[src/rtl/vram_arbiter.sv]
// VRAM port arbiter: VGA pixel fetches share one RAM port with a queued game-logic
// write stream; reads win unless the oldest queued write has waited STARVE_MAX cycles.
module vram_arbiter #(
    parameter int ADDR_W     = 16,
    parameter int DATA_W     = 3,
    parameter int FIFO_DEPTH = 4,
    parameter int STARVE_MAX = 8
) (
    input  logic              Clock,
    input  logic              Reset,
    input  logic              iVgaReq,
    input  logic [ADDR_W-1:0] iVgaAddr,
    output logic [DATA_W-1:0] oVgaData,
    output logic              oVgaValid,
    output logic              oVgaMiss,
    input  logic              iWrReq,
    input  logic [ADDR_W-1:0] iWrAddr,
    input  logic [DATA_W-1:0] iWrData,
    output logic              oWrReady,
    output logic [2:0]        oFifoLevel,
    output logic [ADDR_W-1:0] oRamAddr,
    output logic [DATA_W-1:0] oRamWrData,
    output logic              oRamWe,
    input  logic [DATA_W-1:0] iRamRdData
);

    localparam int PTR_W = (FIFO_DEPTH > 1) ? $clog2(FIFO_DEPTH) : 1;
    localparam int LVL_W = $clog2(FIFO_DEPTH + 1);
    localparam int CNT_W = $clog2(STARVE_MAX + 1);

    typedef enum logic [1:0] {
        G_IDLE,
        G_READ,
        G_WRITE
    } grant_e;

    typedef struct packed {
        logic [ADDR_W-1:0] addr;
        logic [DATA_W-1:0] data;
    } wr_ent_t;

    wr_ent_t            fifo_mem [FIFO_DEPTH];
    logic [PTR_W-1:0]   rd_ptr, wr_ptr;
    logic [LVL_W-1:0]   level;
    logic [CNT_W-1:0]   starve;
    logic [1:0]         vld_pipe;
    logic [1:0]         miss_pipe;
    logic [DATA_W-1:0]  data_q;

    grant_e             grant;
    wr_ent_t            head;
    logic               empty, full, force_wr, push, pop;

    assign head     = fifo_mem[rd_ptr];
    assign empty    = (level == '0);
    assign full     = (level == LVL_W'(FIFO_DEPTH));
    assign force_wr = !empty && (starve == CNT_W'(STARVE_MAX));

    // Refusal is based on the registered level, so a same-cycle pop never frees a full slot.
    assign oWrReady = !Reset && !full;
    assign push     = iWrReq && oWrReady;
    assign pop      = (grant == G_WRITE);

    always_comb begin
        grant = G_IDLE;
        if (Reset)
            grant = G_IDLE;
        else if (force_wr)
            grant = G_WRITE;
        else if (iVgaReq)
            grant = G_READ;
        else if (!empty)
            grant = G_WRITE;
    end

    always_comb begin
        oRamAddr   = '0;
        oRamWrData = '0;
        oRamWe     = 1'b0;
        case (grant)
            G_READ: oRamAddr = iVgaAddr;
            G_WRITE: begin
                oRamAddr   = head.addr;
                oRamWrData = head.data;
                oRamWe     = 1'b1;
            end
            default: ;
        endcase
    end

    always_ff @(posedge Clock) begin
        if (push)
            fifo_mem[wr_ptr] <= '{addr: iWrAddr, data: iWrData};
    end

    always_ff @(posedge Clock) begin
        if (Reset) begin
            rd_ptr    <= '0;
            wr_ptr    <= '0;
            level     <= '0;
            starve    <= '0;
            vld_pipe  <= '0;
            miss_pipe <= '0;
            data_q    <= '0;
        end else begin
            if (push)
                wr_ptr <= (wr_ptr == PTR_W'(FIFO_DEPTH - 1)) ? '0 : wr_ptr + PTR_W'(1);
            if (pop)
                rd_ptr <= (rd_ptr == PTR_W'(FIFO_DEPTH - 1)) ? '0 : rd_ptr + PTR_W'(1);

            case ({push, pop})
                2'b10:   level <= level + LVL_W'(1);
                2'b01:   level <= level - LVL_W'(1);
                default: level <= level;
            endcase

            // Wait time restarts whenever the head changes or the queue drains.
            if (empty || pop)
                starve <= '0;
            else if (starve != CNT_W'(STARVE_MAX))
                starve <= starve + CNT_W'(1);

            vld_pipe  <= {vld_pipe[0], grant == G_READ};
            miss_pipe <= {miss_pipe[0], force_wr && iVgaReq};
            if (vld_pipe[0])
                data_q <= iRamRdData;
        end
    end

    assign oVgaValid  = vld_pipe[1] && !Reset;
    assign oVgaMiss   = miss_pipe[1] && !Reset;
    assign oVgaData   = Reset ? '0 : data_q;
    assign oFifoLevel = Reset ? 3'd0 : 3'(level);

endmodule

[config.mk]
export PLATFORM = sky130hd
export DESIGN_NAME = vram_arbiter
export DESIGN_NICKNAME = d
export VERILOG_FILES = /design/src/rtl/vram_arbiter.sv
export SDC_FILE = /design/constraint.sdc
export NUM_CORES = 1
export LEC_CHECK = 0
export ABC_AREA = 0
export CORE_MARGIN = 2
export CORE_UTILIZATION = 56
export DETAILED_ROUTE_END_ITERATION = 12
export PLACE_DENSITY = 0.84
export SLEW_MARGIN = 10
export SYNTH_ARGS = -nofsm -noshare
export SYNTH_HDL_FRONTEND = slang
export SYNTH_SLANG_ARGS = --single-unit
[constraint.sdc]
create_clock -name Clock -period 5.35 [get_ports Clock]
set_clock_uncertainty 0.05 [all_clocks]
set_input_delay 0.8025 -clock Clock [delete_from_list [all_inputs] [get_ports Clock]]
set_output_delay 0.8025 -clock Clock [all_outputs]
set_load 0.02 [all_outputs]
==> metrics.yaml, run 1 <==
outcome: "complete, no violations"
yosysTopAreaCell: "edfxtp_1"
die_area_um2: 7920
dpl.hpwl_um: 4720
yosys.area_share.simple: 0.0708
worstSetupStartpointType: "primary input"
initial_core_util: 0.586
slowest_stage: "or3b_1"
synth_cell_type_count: 37
synth_commonest_cells: "edfxtp_1, mux2i_1, nor2_1"
setup_viol: 0
synth-adder-area-share: 0.0359
crit_arrival_ps: 3820
wl_um: 7380
coreArea_um2: 6910
synth_edf_count: 76
dp.cells: 420
insertion_delay_ps: 350
ant_nets: 0
synthTopCellsByArea: "edfxtp_1, dfxtp_1, mux2i_1"
via_count: 2323
ys.flop_type: "edfxtp_1"
num_io_pins: 71
drt_iter0_markers: 133
tightest_slew_ps: 1070
synth_most_common_cell: "edfxtp_1"
synth_warnings: 0
p_sw_mw: 0.327
wl_per_cell_um: 16.9
synth_top_area_frac: 0.564
cts_tree: "done"
switching_share: 0.218
netlist_instances: 263
final_area_um2: 5030
hold_ws_ps: 412
fmax_mhz: 214
path_buf_inv: 5
path_cells: "clkdlybuf4s50_1 > buf_4 > a211o_1 > inv_1 > ha_1 > buf_4 > or3b_1 > o22ai_1 > a21o_1 > clkdlybuf4s50_1"
drt-pass1-iter-count: 4
cts_hold_buf: 0
synth_compound_area_frac: 0.0745
synth-xor-area-share: 0.0108
antenna_found_initial: 0
portBuffers: 70
cp-end-kind: "output pin"
grtUsageTotal: 0.195
gp_congestion: 0.745
nFillCells: 456
core.rowCount: 30
ir_worst_vdd_uv: 208
drive_gt1_frac: 0.124
internal-power_mw: 1.17
clkSinkCount: 96
ys_seq_area_frac: 0.663
ys_ff_latch: 96
final_util: 0.729
ys_async_sr_fraction: 0
path_clk_slew_ps: 90
synth_top_family_by_area: "multiplexers"
cts_made_buffers: 9
fin_tns_setup_ps: 0
synthMuxAreaShare: 0.116
syn_area_per_cell_um2: 15.4
grt_pass1_wl_um: 11200
period_share: 0.874
netlist_area_um2: 4050
relSlewSlack: 0.284
cp_top_family: "buffers and inverters"
powerDensity_nw_per_um2: 297
slowest_delay_ps: 720
seq_power_share: 0.569
fin_crit_ps: 4670
post_cts_resized: 0
syn_nets: 316
cts-root-buf: "clkbuf_8"
fin_cells: 436
p_leak_nw: 1.80
grt_pass1_vias: 2197
worst-setup-path-type: "in -> out"
crit_required_ps: 4500
min-delay-path-class: "reg -> reg"
rsz0062_at_grt: "no"
h-tree-depth: 3
area_growth_pct: 24.3
slew_violations: 0
clkPwrFrac: 0.335
grt_overflow_total: 0
dieWidth_um: 89.0
drc: 0
cts_buffer_depth: 2
fp.dieH_um: 89.0
hold_viol_final: 0
diodes: 0
vias_per_cell: 5.33
grt_max_degree: 36
max-cap-violations: 0
nNetsFinal: 388
postCtsSetupBuffers: 0
critPathMaxFanout: 25
comb_power_share: 0.096
postPlaceCellArea_um2: 4810
[flip-flops by register name (all words and copies together), names as in the netlist, named ones only]
| name | flops |
|---|---|
| fifo_mem | 76 |
| starve | 4 |
| data_q | 3 |
| level | 3 |
| miss_pipe | 2 |
| rd_ptr | 2 |
| vld_pipe | 2 |
| wr_ptr | 2 |
[power by group through the flow]
stage / combinational [mW] / sequential (mW) / clock [mW]
2_1_floorplan: 0.0760 / 0.863 / 0
3_3_place_gp: 0.139 / 0.866 / 0
3_5_place_dp: 0.144 / 0.868 / 0
4_1_cts: 0.146 / 0.851 / 0.506
5_1_grt: 0.157 / 0.853 / 0.544
6_report: 0.144 / 0.851 / 0.500
[routing by layer]
layer | global-route usage | wire [um]
met1 | 0.245 | 3150
met2 | 0.343 | 3880
met3 | 0.0434 | 315
met4 | 0.0543 | 35
met5 | 0 | 0
[placed cells by master, fill, tap and decap left out, types with 2 or more instances in the layout]
cell type        netlist  routed
clkdlybuf4s50_1        0      70
nor3_1                 2       2
nor2_1                21      21
edfxtp_1              76      76
mux4_2                 3       3
buf_4                  0       3
and2_2                 3       3
clkinv_4               0       2
o22ai_2               10      10
clkbuf_8               0      10
mux2_2                 2       2
xor2_1                 4       4
inv_1                  9       9
and2_1                 4       4
ha_1                  10      10
a21o_1                16      16
mux2i_1               38      38
nand2_1                2       2
o22ai_1                6       6
nor2b_1               10      10
dfxtp_1               20      19
[cells by family (layout without fill, tap and decap cells)]
logic type      after synthesis  after routing
flops                        96             96
simple gates                 52             52
mux                          43             43
compound gates               35             35
buf+inv                      21             98
fa+ha+maj                    11             11
xor+xnor                      5              5
[final timing paths]
kind         depth (start not counted)                       to                     from  slack (ps)
max                                 10              oRamAddr[4]                    Reset         680
min                                  1  miss_pipe[1]$_SDFF_PP0_  miss_pipe[0]$_SDFF_PP0_         410
max reg2reg                         13    level[2]$_SDFFE_PP0P_   starve[0]$_SDFFE_PP0P_        2390
min reg2reg                          1  miss_pipe[1]$_SDFF_PP0_  miss_pipe[0]$_SDFF_PP0_         410
[per-stage QoR]
| step | setup WS (ps) | power, mW |
|---|---|---|
| after detailed placement | 677 | 1.01 |
| after global routing | 488 | 1.55 |
| after global placement | 787 | 1.00 |
| final | 676 | 1.49 |
| after CTS | 681 | 1.50 |
| after floorplan | 1900 | 0.939 |
[worst register-to-register path, cell delays in order (launching register included)]
cell,delay [ps]
dfxtp_1,350
inv_1,70
ha_1,140
nand3b_1,230
a211o_1,390
inv_1,60
ha_1,140
buf_4,170
ha_1,210
inv_1,70
fa_1,390
xor2_1,170
or4_1,390
nand2_1,80
[final cells by class]
type,count,area [um^2],area share
Inverter,9,33.8,0.00671
Clock buffer,11,163,0.0323
Clock inverter,5,61.3,0.0122
Multi-Input combinational cell,146,1250,0.248
Tap cell,96,120,0.0239
Timing Repair Buffer,73,723,0.144
Sequential cell,96,2680,0.533
(Power assumes the default switching activity.)
==> inputs of run 2 (changes only) <==
- CORE_UTILIZATION: 56 -> 52
- PLACE_DENSITY: 0.84 -> 0.79
- clock period: 5.35 -> 4.3 ns (I/O delays scaled with it)
==> metrics.yaml, run 2 (same netlist as run 1, synthesis figures left out) <==
outcome: "complete, no violations"
postPlaceCellArea_um2: 4860
largest_reg_flops: 76
internal-power_mw: 1.44
wl_per_cell_um: 15.8
dpl.hpwl_um: 4590
initial_core_util: 0.529
path_clk_slew_ps: 90
wl_um: 7070
min-delay-path-class: "reg -> reg"
tightest_slew_ps: 1070
vias_per_cell: 5.13
period_share: 0.949
relSlewSlack: 0.286
grt_overflow_total: 0
gp_congestion: 0.683
switching_share: 0.212
postCtsSetupBuffers: 0
cts_hold_buf: 0
post-place-ws_ps: 314
crit_required_ps: 3610
comb_power_share: 0.100
seq_power_share: 0.580
h-tree-depth: 3
p_leak_nw: 1.83
coreArea_um2: 7650
cp-end-kind: "output pin"
rsz0062_at_grt: "no"
grt_pass1_wl_um: 11300
fin_crit_ps: 4080
timing.final.ws_setup_ps: 220
fin_tns_setup_ps: 0
ant_nets: 0
crit_arrival_ps: 3380
final_cell_mix: "edfxtp_1, clkdlybuf4s50_1, mux2i_1"
core.rowCount: 32
antenna_found_initial: 0
max-cap-violations: 0
die_area_um2: 8510
dieWidth_um: 92.2
drc: 0
portBuffers: 70
worstSetupStartpointType: "flop"
grtUsageTotal: 0.176
cts_made_buffers: 9
fmax_mhz: 245
cts_buffer_depth: 2
area_growth_pct: 25.3
hold_viol_final: 0
nNetsFinal: 394
final_area_um2: 5070
largest_register: "fifo_mem"
final_util: 0.663
via_count: 2296
top_regs: "fifo_mem: 76 flops, starve: 4 flops"
drive_gt1_frac: 0.133
clkSinkCount: 96
worst-setup-path-type: "reg -> out"
drt-pass1-iter-count: 4
p_sw_mw: 0.386
num_io_pins: 71
cts-root-buf: "clkbuf_8"
post_cts_resized: 0
ir_worst_vdd_uv: 215
drt_iter0_markers: 142
fp.dieH_um: 92.2
cts_tree: "done"
slew_violations: 0
clkPwrFrac: 0.320
grt_max_degree: 36
powerDensity_nw_per_um2: 359
grt_pass1_vias: 2327
insertion_delay_ps: 340
final_common_cell: "edfxtp_1"
critPathMaxFanout: 16
diodes: 0
setup_viol: 0
==> run 2: path summary, 6_finish.rpt <==
kind / startpoint / to / slack (ps) / cells past startpoint
max: starve[0]$_SDFFE_PP0P_ / oRamAddr[6] / 220 / 11
min: miss_pipe[0]$_SDFF_PP0_ / miss_pipe[1]$_SDFF_PP0_ / 410 / 1
max reg2reg: starve[0]$_SDFFE_PP0P_ / level[2]$_SDFFE_PP0P_ / 1340 / 12
min reg2reg: miss_pipe[0]$_SDFF_PP0_ / miss_pipe[1]$_SDFF_PP0_ / 410 / 1
==> run 2: area by class of cell <==
type                       count  area [um^2]
fill                         558         2570
multi-input combinational    146         1260
clock inverter                 2         38.8
inverter                       9         33.8
clock buffer                  14          163
tap                          102          128
timing repair buffer          79          768
sequential                    96         2680
==> run 2: metal layers <==
metal  vias to the layer above  wire [um]  global-route usage
li1                       1126          -                   -
met1                      1111       3080               0.220
met2                        52       3590               0.297
met3                         7        306              0.0345
met4                         0         91              0.0771
met5                         -          0                   0
==> run 2: power groups by stage <==
stage | sequential (mW) | clock, mW | combinational, mW
floorplan | 1.07 | 0 | 0.0946
global placement | 1.08 | 0 | 0.177
detailed placement | 1.08 | 0 | 0.182
CTS | 1.06 | 0.599 | 0.183
global route | 1.06 | 0.641 | 0.200
finish | 1.06 | 0.583 | 0.182
==> run 2: per-stage QoR <==
stage	instances	hold WS (ps)	total power, mW
2_1_floorplan	263	364	1.17
3_3_place_gp	432	377	1.25
3_5_place_dp	432	393	1.26
4_1_cts	448	412	1.84
5_1_grt	448	438	1.90
6_report	448	409	1.82
==> run 2: critical path, stage by stage (launching register included) <==
cell	delay [ps]
dfxtp_1	350
inv_1	90
ha_1	160
nand3b_1	260
a211o_1	390
inv_1	60
ha_2	270
or3b_1	370
buf_4	220
o22ai_1	160
a21o_1	110
clkdlybuf4s50_1	590
